--- config.mk ---
export PLATFORM = sky130hd
export DESIGN_NAME = fir_response_capture
export DESIGN_NICKNAME = d
export VERILOG_FILES = /design/src/rtl/fir_response_capture.sv
export SDC_FILE = /design/constraint.sdc
export NUM_CORES = 1
export LEC_CHECK = 0
export ABC_AREA = 0
export CORE_UTILIZATION = 55
export CTS_CLUSTER_DIAMETER = 80
export CTS_CLUSTER_SIZE = 8
export DETAILED_ROUTE_END_ITERATION = 12
export DONT_BUFFER_PORTS = 1
export PLACE_DENSITY = 0.76
export SETUP_SLACK_MARGIN = 0.1
export SLEW_MARGIN = 15
export SYNTH_ARGS = -nofsm -noshare
export SYNTH_HDL_FRONTEND = slang
export SYNTH_SLANG_ARGS = --single-unit
export TNS_END_PERCENT = 5
--- constraint.sdc ---
create_clock -name clk -period 8.1 [get_ports clk]
set_input_delay 0.81 -clock clk [delete_from_list [all_inputs] [get_ports clk]]
set_output_delay 0.81 -clock clk [all_outputs]
set_load 0.01 [all_outputs]
--- src/rtl/fir_response_capture.sv ---
// Captures DEPTH consecutive FIR output samples after a start condition and streams them out over valid/ready.
// Optional peak-magnitude tracker enabled by defining PEAK_TRACK_EN.
module fir_response_capture #(
  parameter int DATA_W = 16,
  parameter int DEPTH  = 64,
  parameter int ADDR_W = 6
) (
  input  logic              clk,
  input  logic              rst,
  input  logic [DATA_W-1:0] sample_in,
  input  logic              sample_vld,
  input  logic              arm,
  input  logic              abort,
  input  logic              trig_en,
  input  logic [DATA_W-1:0] trig_thr,
  output logic [DATA_W-1:0] rd_data,
  output logic              rd_valid,
  input  logic              rd_ready,
  output logic              rd_last,
  output logic              busy,
  output logic              done,
  output logic [DATA_W-1:0] peak_abs,
  output logic [ADDR_W-1:0] peak_idx
);

  typedef enum logic [1:0] {IDLE, ARMED, CAPTURE, READOUT} state_t;

  localparam logic [ADDR_W:0] LAST_PTR = (ADDR_W+1)'(DEPTH - 1);
  localparam logic [ADDR_W:0] FULL_PTR = (ADDR_W+1)'(DEPTH);

  state_t            state;
  logic [ADDR_W:0]   wr_ptr;
  logic [ADDR_W:0]   rd_ptr;
  logic [DATA_W-1:0] mem [DEPTH];

  logic              start_hit;
  logic              wr_en;
  logic [ADDR_W-1:0] wr_addr;

  // The trigger sample itself is stored at index 0 in the same cycle it is seen.
  always_comb begin
    start_hit = !trig_en || ($signed(sample_in) >= $signed(trig_thr));
    wr_en     = !abort && sample_vld &&
                (((state == ARMED) && start_hit) || (state == CAPTURE));
    wr_addr   = (state == ARMED) ? '0 : wr_ptr[ADDR_W-1:0];
  end

  always_ff @(posedge clk) begin
    if (wr_en) mem[wr_addr] <= sample_in;
  end

  assign busy = (state != IDLE);

  always_ff @(posedge clk or negedge rst) begin
    if (!rst) begin
      state    <= IDLE;
      wr_ptr   <= '0;
      rd_ptr   <= '0;
      rd_data  <= '0;
      rd_valid <= 1'b0;
      rd_last  <= 1'b0;
      done     <= 1'b0;
    end else begin
      done <= 1'b0;
      if (abort) begin
        state    <= IDLE;
        rd_valid <= 1'b0;
        rd_last  <= 1'b0;
        wr_ptr   <= '0;
        rd_ptr   <= '0;
      end else begin
        case (state)
          IDLE: begin
            if (arm) begin
              state  <= ARMED;
              wr_ptr <= '0;
              rd_ptr <= '0;
            end
          end
          ARMED: begin
            if (wr_en) begin
              wr_ptr <= (ADDR_W+1)'(1);
              state  <= (DEPTH == 1) ? READOUT : CAPTURE;
            end
          end
          CAPTURE: begin
            if (wr_en) begin
              wr_ptr <= wr_ptr + 1'b1;
              if (wr_ptr == LAST_PTR) state <= READOUT;
            end
          end
          READOUT: begin
            // Output register refills whenever empty or being drained, giving full-rate streaming.
            if (rd_valid && rd_ready && rd_last) begin
              rd_valid <= 1'b0;
              rd_last  <= 1'b0;
              done     <= 1'b1;
              state    <= IDLE;
            end else if ((!rd_valid || rd_ready) && (rd_ptr != FULL_PTR)) begin
              rd_data  <= mem[rd_ptr[ADDR_W-1:0]];
              rd_valid <= 1'b1;
              rd_last  <= (rd_ptr == LAST_PTR);
              rd_ptr   <= rd_ptr + 1'b1;
            end
          end
          default: state <= IDLE;
        endcase
      end
    end
  end

`ifdef PEAK_TRACK_EN
  logic [DATA_W-1:0] sample_abs;

  // Most negative value has no positive counterpart, so it saturates.
  always_comb begin
    sample_abs = sample_in;
    if (sample_in[DATA_W-1]) begin
      if (sample_in == {1'b1, {(DATA_W-1){1'b0}}})
        sample_abs = {1'b0, {(DATA_W-1){1'b1}}};
      else
        sample_abs = ~sample_in + 1'b1;
    end
  end

  always_ff @(posedge clk or negedge rst) begin
    if (!rst) begin
      peak_abs <= '0;
      peak_idx <= '0;
    end else if (!abort) begin
      if ((state == IDLE) && arm) begin
        peak_abs <= '0;
        peak_idx <= '0;
      end else if (wr_en && (sample_abs > peak_abs)) begin
        peak_abs <= sample_abs;
        peak_idx <= wr_addr;
      end
    end
  end
`else
  assign peak_abs = '0;
  assign peak_idx = '0;
`endif

endmodule

======== Yosys cells after proc, flatten, opt, wreduce, memory -nomap -nowiden ========
Memory sizes are Yosys's and may differ from the RTL's. A register that Yosys moved wholly into a read port is not among the register bits.
Cells that the tools add are included.
operators by class
  $add $sub $neg .......................... 2
  shifts and indexed selects .............. 0
  div/mod/pow operators ................... 0
  bitwise gates (word level) .............. 2
  multipliers ............................. 0
  muxes and demuxes ....................... 30
  equal/unequal tests ..................... 13
  reduce and logical (&&, ||, !) cells .... 24
  $lt $le $gt $ge ......................... 1
operator list
  kind                                                              count
  7-bit two-way mux                                                 7
  7-bit case mux with 3 select lines                                1
  3-bit != test (second input constant)                             6
  16-bit greater-or-equal comparator                                1
  7-bit by 1-bit adder with 7-bit output (second input constant)    2
  7-bit by 6-bit == test with 1-bit output (second input constant)  2
  7-bit case mux with 2 select lines                                1
  1-bit two-way mux                                                 13
  2-bit two-way mux                                                 6
  4-bit AND reduction                                               3
  2-bit case mux with 4 select lines                                1
  7-bit != test (second input constant)                             1
  1-bit logical AND                                                 6
  6-bit two-way mux                                                 1
  3-bit nonzero test                                                2
  5-bit AND reduction                                               1
  2-bit == test (second input constant)                             2
  1-bit logical NOT                                                 4
  2-bit nonzero test                                                2
  4-bit nonzero test                                                1
  1-bit logical OR                                                  3
  3-bit by 2-bit != test with 1-bit output (second input constant)  1
  2-bit by 1-bit == test with 1-bit output (second input constant)  1
  2-bit logical NOT                                                 1
  2 further kinds                                                   3
word-level totals
  memories kept ........................... 1
  ROM bits ................................ 0
  output and inout port bits .............. 42
  bits in writable memories ............... 1024
  word-level logic and storage cells ...... 79
  latch bits .............................. 0
  input port bits ......................... 39
  flip-flop bits (word level) ............. 19
memory list
  memory  depth  width  rd ports  clocked after Yosys merged registers in  wr ports  line  source
  mem     64     16     1         1                                        1         34    logic [DATA_W-1:0] mem [DEPTH];

======== Logic depth before layout (Yosys ltp) ========
Gate-level depths: netlist of the first run.
  depth after elaboration ................. 8
  depth in mapped cells ................... 13
  gate-level depth less buffers ........... 9

======== Least setup slack after synthesis of the first run ========
OpenSTA, ideal clock, no wires.
  path kind ............................... input to register
  start ................................... in trig_thr[15]
  end ..................................... mem mem[0][0] (enable)
  path buffers ............................ 0
  stages on the path ...................... 8
  data required time ...................... 7.686 ns
  path slack .............................. 4.300 ns
  setup time .............................. 0.414 ns
  arrival time ............................ 3.386 ns
  cell sequence ........................... inv_1 ha_1 nand4_1 nor4_1 o21ai_0 and3b_1 mux2i_1 a211oi_1
on the way
  cells in the longest elaborated chain, start to end .. 7
RTL lines
  item                                     line  source
  from (decl)                              15    input logic [DATA_W-1:0] trig_thr,
  16-bit greater-or-equal comparator       42    start_hit = !trig_en || ($signed(sample_in) >= $signed(trig_thr));
  1-bit logical OR                         42
  1-bit logical AND                        44    (((state == ARMED) && start_hit) || (state == CAPTURE));
  1-bit logical OR                         44
  1-bit logical AND                        43    wr_en = !abort && sample_vld &&
  1-bit two-way mux                        49    if (wr_en) mem[wr_addr] <= sample_in;
  1-bit two-way mux (implied by the code)  49
  to (decl)                                34
No other way between the ends.

======== Worst setup path in the final report of the first run ========
  start ................................... reg rd_ptr[2]
  end ..................................... reg rd_data[10], read port of mem
on the way
  cells in the longest elaborated chain, start to end .. 3
RTL lines
  item                           line  source
  from (decl)                    33    logic [ADDR_W:0] rd_ptr;
  from (signal assigned)         103   rd_ptr <= rd_ptr + 1'b1;
  7-bit != test                  99    end else if ((!rd_valid || rd_ready) && (rd_ptr != FULL_PTR)) begin
  1-bit logical AND              99
  4-bit AND reduction (no line)  --
  to (decl)                      16    output logic [DATA_W-1:0] rd_data,
Parallel ways exist; a longest one is shown, timed or not.
A chain may end at the register's enable or synchronous reset.

==> reports/metrics.csv, run 1 <==
stage;metric;value;unit
global_route;pin count of the biggest net entering global routing;170;
synth;flops & latches, synth;1059;
layout;layout cell share with drive strength beyond 1;0.268;
die;die height;278;um
layout;final core area utilization;0.632;
place;Final HPWL DP;55.7;mm
place;gpl congestion;0.856;
power;sw frac;0.212;
power;Int Pwr;9.74;mW
timing;total negative slack;0;ns
place;dpl ws;4.08;ns
cts;worst-case clock buffer depth;3;
cts;CTS-repair resized insts;0;
cts;clock slew at reported path FFs;0.05;ns
detailed_routing;Total Wirelength;103;mm
detailed_routing;Residual DRC;0;
synth;ys async rst share;0.0331;
power;sequential power share;0.504;
power;VDD IR max;202;uV
synth;synth unique cells;51;
synth;EDFF count, synth;1024;
detailed_routing;WL/cell;33.3;um
synth;Synth Area in Compound Gates;0.0178;
timing;Final WS setup;4.00;ns
setup_path;type of origin of the critical path;register;
setup_path;CP Data Arrival Time;4.66;ns
cts;clock sinks;1059;
power;power per cell area;262;nW/um2
global_route;first-pass GRT wire length;148;mm
setup_path;CP cell instances;buf_4 -> mux4_2 -> and2_1 -> a211oi_1 -> a21oi_1 -> mux2i_1 -> o311ai_0;
synth;Ys Warns;0;
cts;hold-fix buffers at CTS;2;
die;io pins;81;
timing;RSZ-0062 raised after global routing;false;
synth;Synth Area in XOR/XNOR;0;
synth;synth top area cells;edfxtp_1, mux4_2, dfrtp_1, mux2i_1, nor2_1;
die;Rows;100;
global_route;vias in the first global route;21500;
min_path;Hold WC Path Type;input pin to register;
power;Clk pwr share;0.452;
synth;register area share after synthesis;0.757;
synth;simple-gate share of the synthesized area;0.0261;
synth;mux contribution to synthesized area;0.174;
global_route;initial antenna violation count;8;
die;Die W;278;um
setup_path;crit-path max FO;42;
synth;syn_area_per_cell;21.6;um2
synth;main combinational cell family by area after synthesis;multiplexers;
run_status;status;finished, final reports clean;
cts;CTS H-tree depth;4;
setup_path;WP buf/inv;1;
setup_path;CP top delay family;multiplexers;
cts;post-CTS setup buffer count;0;
timing;final hold violation count;0;
synth;top cell type's share of synthesized area;0.737;
power;Net Sw Power;2.62;mW
timing;worst slew pin tran;1.30;ns
die;Initial Utilization;0.558;
setup_path;CP max-delay cell;dfrtp_4;
setup_path;crit-path max cell delay;1.00;ns
run;Max-Cap Viols;0;
timing;Tcrit/Tclk final;0.506;
setup_path;Critical Path End Type;register;
die;die area;77000;um2
synth;post-synth top area cell;edfxtp_1;
detailed_routing;DRT Pass-1 Iters;5;
timing;clk_skew;0.0256;ns
place;Port Buf Inserts;0;
detailed_routing;DR vias/cell;6.67;
synth;ys flop type;edfxtp_1;
setup_path;type of the worst setup path;register to register;
detailed_routing;post-route ant nets;0;
layout;number of fill cells;4754;
global_route;Total GRT Usage;0.275;
setup_path;CP required;8.65;ns
layout;number of nets in the layout;2121;
cts;TritonCTS buffer count;150;
power;combinational share of power;0.044;
layout;FF/Latch Area;31600;um2
timing;# setup viols final;0;
synth;Post-Synthesis Cells;1930;
layout;Area Overhead vs Synth;13.2;%
timing;final slew viol count;0;
die;Core Area;74800;um2
detailed_routing;DRT iter0 DRCs;2682;
synth;Synth Area in Adders;0.00689;
timing;Rel. slew slack;0.135;
cts;root buffer cell;clkbuf_16;
timing;Final Critical Period;4.10;ns
synth;Post-Syn Area;41800;um2
detailed_routing;overall via count from detail_route;20700;
timing;Fmax;0.244;GHz
cts;CTS tree;yes;
power;leakage;14.6;nW
cts;Clock Latency Late Sink;0.73;ns
global_route;total grt overflow;0;
layout;footprint of the multi-input gates;9520;um2
## power groups by stage
stage | Clock (mW) | Sequential [mW] | Combinational [mW]
3_5_place_dp | 0 | 6.32 | 0.537
3_3_place_gp | 0 | 6.32 | 0.523
4_1_cts | 5.63 | 6.22 | 0.549
5_1_grt | 5.86 | 6.22 | 0.589
2_1_floorplan | 0 | 6.22 | 0.427
6_report | 5.59 | 6.23 | 0.547
## sequential cells by signal, summed over array words and instances, names as in the netlist
signal,cells
rd_data,16
rd_valid,1
rd_last,1
rd_ptr,7
done,1
wr_ptr,7
mem,1024
state,2
## layout by cell type, fill, tap and decap left out, types with 3 or more instances in the layout
| cell type | n |
|---|---|
| clkbuf_16 | 153 |
| ha_1 | 23 |
| nor3_1 | 3 |
| edfxtp_1 | 1024 |
| dfrtp_4 | 4 |
| nand3b_1 | 4 |
| mux2i_1 | 34 |
| inv_6 | 7 |
| or3_1 | 3 |
| dfrtp_1 | 29 |
| clkbuf_1 | 54 |
| nand2_1 | 69 |
| a21oi_1 | 27 |
| nor2b_1 | 7 |
| mux4_2 | 303 |
| mux2_2 | 10 |
| nand3_1 | 20 |
| o31ai_1 | 4 |
| a211oi_1 | 21 |
| a31oi_1 | 3 |
| nor2_2 | 4 |
| o311ai_0 | 7 |
| nor2_1 | 74 |
| nand2b_1 | 13 |
| inv_1 | 28 |
| and2_1 | 20 |
| conb_1 | 22 |
| diode_2 | 4 |
| o21ai_0 | 35 |
| buf_4 | 72 |
## layer usage
| layer | track usage | part of all wire | up-vias |
|---|---|---|---|
| met2 | 0.423 | 0.48 | 1365 |
| met3 | 0.0796 | 0.12 | 255 |
| met5 | 0 | 0.00040 | - |
| met1 | 0.368 | 0.36 | 10800 |
| li1 | - | - | 8228 |
| met4 | 0.122 | 0.041 | 6 |
## worst paths after layout
path,start,to,slack [ns],depth (start not counted)
setup / recovery,rd_ptr[2]$_DFFE_PN0P_,rd_data[10]$_DFFE_PN0P_,4.00,7
hold / removal,abort,rd_valid$_DFFE_PN0P_,0.17,1
setup reg to reg,rd_ptr[2]$_DFFE_PN0P_,rd_data[10]$_DFFE_PN0P_,4.00,7
hold reg to reg,wr_ptr[6]$_DFFE_PN0P_,wr_ptr[6]$_DFFE_PN0P_,0.52,2
max in group asynchronous,rst,rd_ptr[0]$_DFFE_PN0P_,7.24,2
min in group asynchronous,rst,rd_data[8]$_DFFE_PN0P_,0.62,2
## Yosys cell counts, drive strengths merged, types with 2 or more instances
library cell and instances:
mux2 10, nand2b 13, o311ai 7, a21o 2
a31oi 3, nand3 20, nand3b 4, or3 3
a22oi 2, and2 20, a22o 2, and3 2
nor4 4, ha 23, mux2i 34, edfxtp 1024
o2111ai 2, o211ai 2, a211oi 22, buf 74
nor3 5, a21oi 27, o21bai 2, nor2b 8
o21ai 36, nor2 78, nand2 69, mux4 303
nand4 2, o31ai 4, dfrtp 35, clkbuf 46
inv 28
## cell families (layout without fill, tap and decap cells)
| kind of cell | count (synthesis) | after routing |
|---|---|---|
| flip-flops | 1059 | 1059 |
| multiplexers | 347 | 347 |
| AND/OR/NAND/NOR | 235 | 235 |
| buffers and inverters | 148 | 322 |
| AO/OA/AOI/OAI | 117 | 117 |
| adder cells (fa/ha/maj) | 23 | 23 |
| other | 1 | 26 |
## final cells by class
class	count	area share
inverter	28	0.00222
sequential	1059	0.670
timing repair buffer	76	0.0131
clock inverter	11	0.00257
tap	969	0.0257
multi-input combinational	744	0.201
clock buffer	207	0.0853
antenna	4	0.000212
## per-stage QoR
stage	total power [mW]	instances	hold WS (ns)	area, um2
finish	12.4	3098	0.169	47300
global route	12.7	3095	0.148	47300
CTS	12.4	3094	0.138	47200
detailed placement	6.86	2874	0.510	43100
global placement	6.84	2874	0.481	43100
floorplan	6.65	1951	0.463	41800
## worst register-to-register path: stages, from the launching register on
cell      delay [ns]
dfrtp_4         1.00
buf_4           0.77
mux4_2          0.43
and2_1          0.19
a211oi_1        0.45
a21oi_1         0.14
mux2i_1         0.74
o311ai_0        0.23
No activity file was read; power rests on OpenSTA's default activity.
==> run 2: changes to the inputs <==
==> constraint.sdc (replaced) <==
create_clock -name clk -period 3.9 [get_ports clk]
set_input_delay 0.39 -clock clk [delete_from_list [all_inputs] [get_ports clk]]
set_output_delay 0.39 -clock clk [all_outputs]
set_load 0.01 [all_outputs]
==> reports/metrics.csv, run 2 (synthesized netlist as in run 1, its figures left out) <==
stage;metric;value;unit;change
run_status;status;finished, final reports clean;;
place;Final HPWL DP;56.6;mm;+1.6%
power;Power Total;26.1;mW;+110%
setup_path;crit-path max FO;49;;+17%
timing;Fmax;0.301;GHz;+24%
timing;worst slew pin tran;1.20;ns;-0.102 ns
detailed_routing;post-route ant nets;0;;unchanged
timing;Tcrit/Tclk final;0.851;;+0.344
cts;post-CTS setup buffer count;0;;unchanged
setup_path;type of the worst setup path;register to register;;
die;Core Area;74800;um2;unchanged
global_route;Total GRT Usage;0.286;;+0.0112
detailed_routing;DR vias/cell;6.69;;+0.32%
cts;clock slew at reported path FFs;0.05;ns;about the same
setup_path;CP cell instances;buf_12 -> buf_4 -> mux4_2 -> mux4_2 -> mux2i_1 -> o311ai_0;;
timing;final hold violation count;0;;unchanged
global_route;vias in the first global route;21900;;+1.8%
setup_path;Top cell by count, worst path;mux4_2;;
layout;commonest non-fill, non-tap cell in the layout;edfxtp_1;;
timing;total negative slack;0;ns;unchanged
cts;root buffer cell;clkbuf_16;;
layout;layout cell share with drive strength beyond 1;0.285;;+0.0168
cts;Clock Latency Late Sink;0.74;ns;about the same
die;die height;278;um;unchanged
detailed_routing;Residual DRC;0;;unchanged
timing;# setup viols final;0;;unchanged
setup_path;CP max-delay cell;dfrtp_4;;
timing;Final WS setup;0.582;ns;-3.42 ns
global_route;total grt overflow;0;;unchanged
detailed_routing;Total Wirelength;107;mm;+3.4%
setup_path;WP buf/inv;2;;+1
cts;worst-case clock buffer depth;3;;unchanged
die;die area;77000;um2;unchanged
setup_path;Critical Path End Type;register;;
place;Port Buf Inserts;0;;unchanged
setup_path;CP required;4.46;ns;-4.19 ns
setup_path;CP top delay family;multiplexers;;
power;power per cell area;542;nW/um2;+110%
die;Die W;278;um;unchanged
layout;Area Overhead vs Synth;15.5;%;
cts;CTS tree;yes;;
setup_path;type of origin of the critical path;register;;
cts;TritonCTS buffer count;151;;+0.67%
layout;design area;48200;um2;+2.0%
place;area of placed instances;43400;um2;+0.83%
cts;clock sinks;1059;;unchanged
setup_path;CP Data Arrival Time;3.88;ns;-0.78 ns
place;gpl congestion;0.816;;-4.7%
layout;number of nets in the layout;2171;;+2.4%
die;Initial Utilization;0.558;;unchanged
detailed_routing;DRT iter0 DRCs;3026;;+13%
timing;final slew viol count;0;;unchanged
layout;most frequent cells in the layout;edfxtp_1, mux4_2, clkbuf_16;;
global_route;first-pass GRT wire length;154;mm;+4.1%
detailed_routing;WL/cell;33.9;um;+2.0%
layout;Largest regs;mem (1024), rd_data (16);;
layout;max FFs per register;1024;;unchanged
global_route;initial antenna violation count;7;;-1
detailed_routing;DRT Pass-1 Iters;7;;+2
die;io pins;81;;unchanged
setup_path;crit-path max cell delay;0.77;ns;-0.23 ns
layout;Biggest register;mem;;
detailed_routing;overall via count from detail_route;21000;;+1.7%
timing;clk_skew;0.0323;ns;+0.00670 ns
timing;RSZ-0062 raised after global routing;false;;
min_path;Hold WC Path Type;input pin to register;;
power;leakage;15.1;nW;+3.2%
die;Rows;100;;unchanged
timing;Rel. slew slack;0.197;;+0.0623
power;VDD IR max;387;uV;+92%
place;dpl ws;0.654;ns;-3.43 ns
run;Max-Cap Viols;0;;unchanged
timing;Final Critical Period;3.32;ns;-0.784 ns
cts;CTS H-tree depth;4;;unchanged
global_route;pin count of the biggest net entering global routing;65;;-62%
## run 2: cell types whose count changed in the layout (fill, tap and decap cells not counted), sizes merged, moves of 3 or more
cell,change
buf,+46
inv,-4
dlygate4sd3,+3
clkbuf,-8
clkinv,+7
## run 2: final timing paths
check	startpoint	end	slack, ns	cells past startpoint
worst max-delay path	rd_ptr[1]$_DFFE_PN0P_	rd_data[10]$_DFFE_PN0P_	0.58	6
worst min-delay path	sample_in[1]	mem[52][1]$_DFFE_PP_	0.03	1
worst max register to register	rd_ptr[1]$_DFFE_PN0P_	rd_data[10]$_DFFE_PN0P_	0.58	6
worst min register to register	wr_ptr[6]$_DFFE_PN0P_	wr_ptr[6]$_DFFE_PN0P_	0.51	2
max in group asynchronous	rst	rd_ptr[0]$_DFFE_PN0P_	3.48	2
min in group asynchronous	rst	rd_ptr[5]$_DFFE_PN0P_	0.20	2
## run 2: routing by layer
layer,wire [um],up-vias,track usage
met4,3960,2,0.123
li1,-,8326,-
met5,20,-,0
met2,53500,1335,0.463
met3,11000,236,0.0715
met1,38100,11100,0.371
## run 2: what timing repair did
item | 4_1_cts | 5_1_grt
hold buffers | 21 | 0
resized for setup | 0 | 0
hold endpoints to repair | 1066 | 0
setup endpoints to repair | 0 | 0
## run 2: final cells by class
| type | count | area [um2] |
|---|---|---|
| diodes | 3 | 7.51 |
| clock buffers | 199 | 4070 |
| clock inverters | 13 | 213 |
| fillers | 4650 | 26600 |
| inverters | 28 | 105 |
| multi-input cells | 744 | 9510 |
| flip-flops and latches | 1059 | 31600 |
| well taps | 969 | 1210 |
| repair buffers | 125 | 1450 |
## run 2: stage by stage
step | util | std cells | hold WS [ns]
finish | 0.644 | 3140 | 0.0262
floorplan | - | 1951 | 0.0944
CTS | 0.644 | 3137 | 0.0000979
global placement | 0.580 | 2904 | 0.102
global route | 0.644 | 3137 | 0.0263
detailed placement | 0.580 | 2904 | 0.103
## run 2: report_power, final
part	switching (mW)	internal [mW]
registers	0.229	12.6
logic	0.775	0.622
clock network	4.67	7.21
total	5.67	20.4
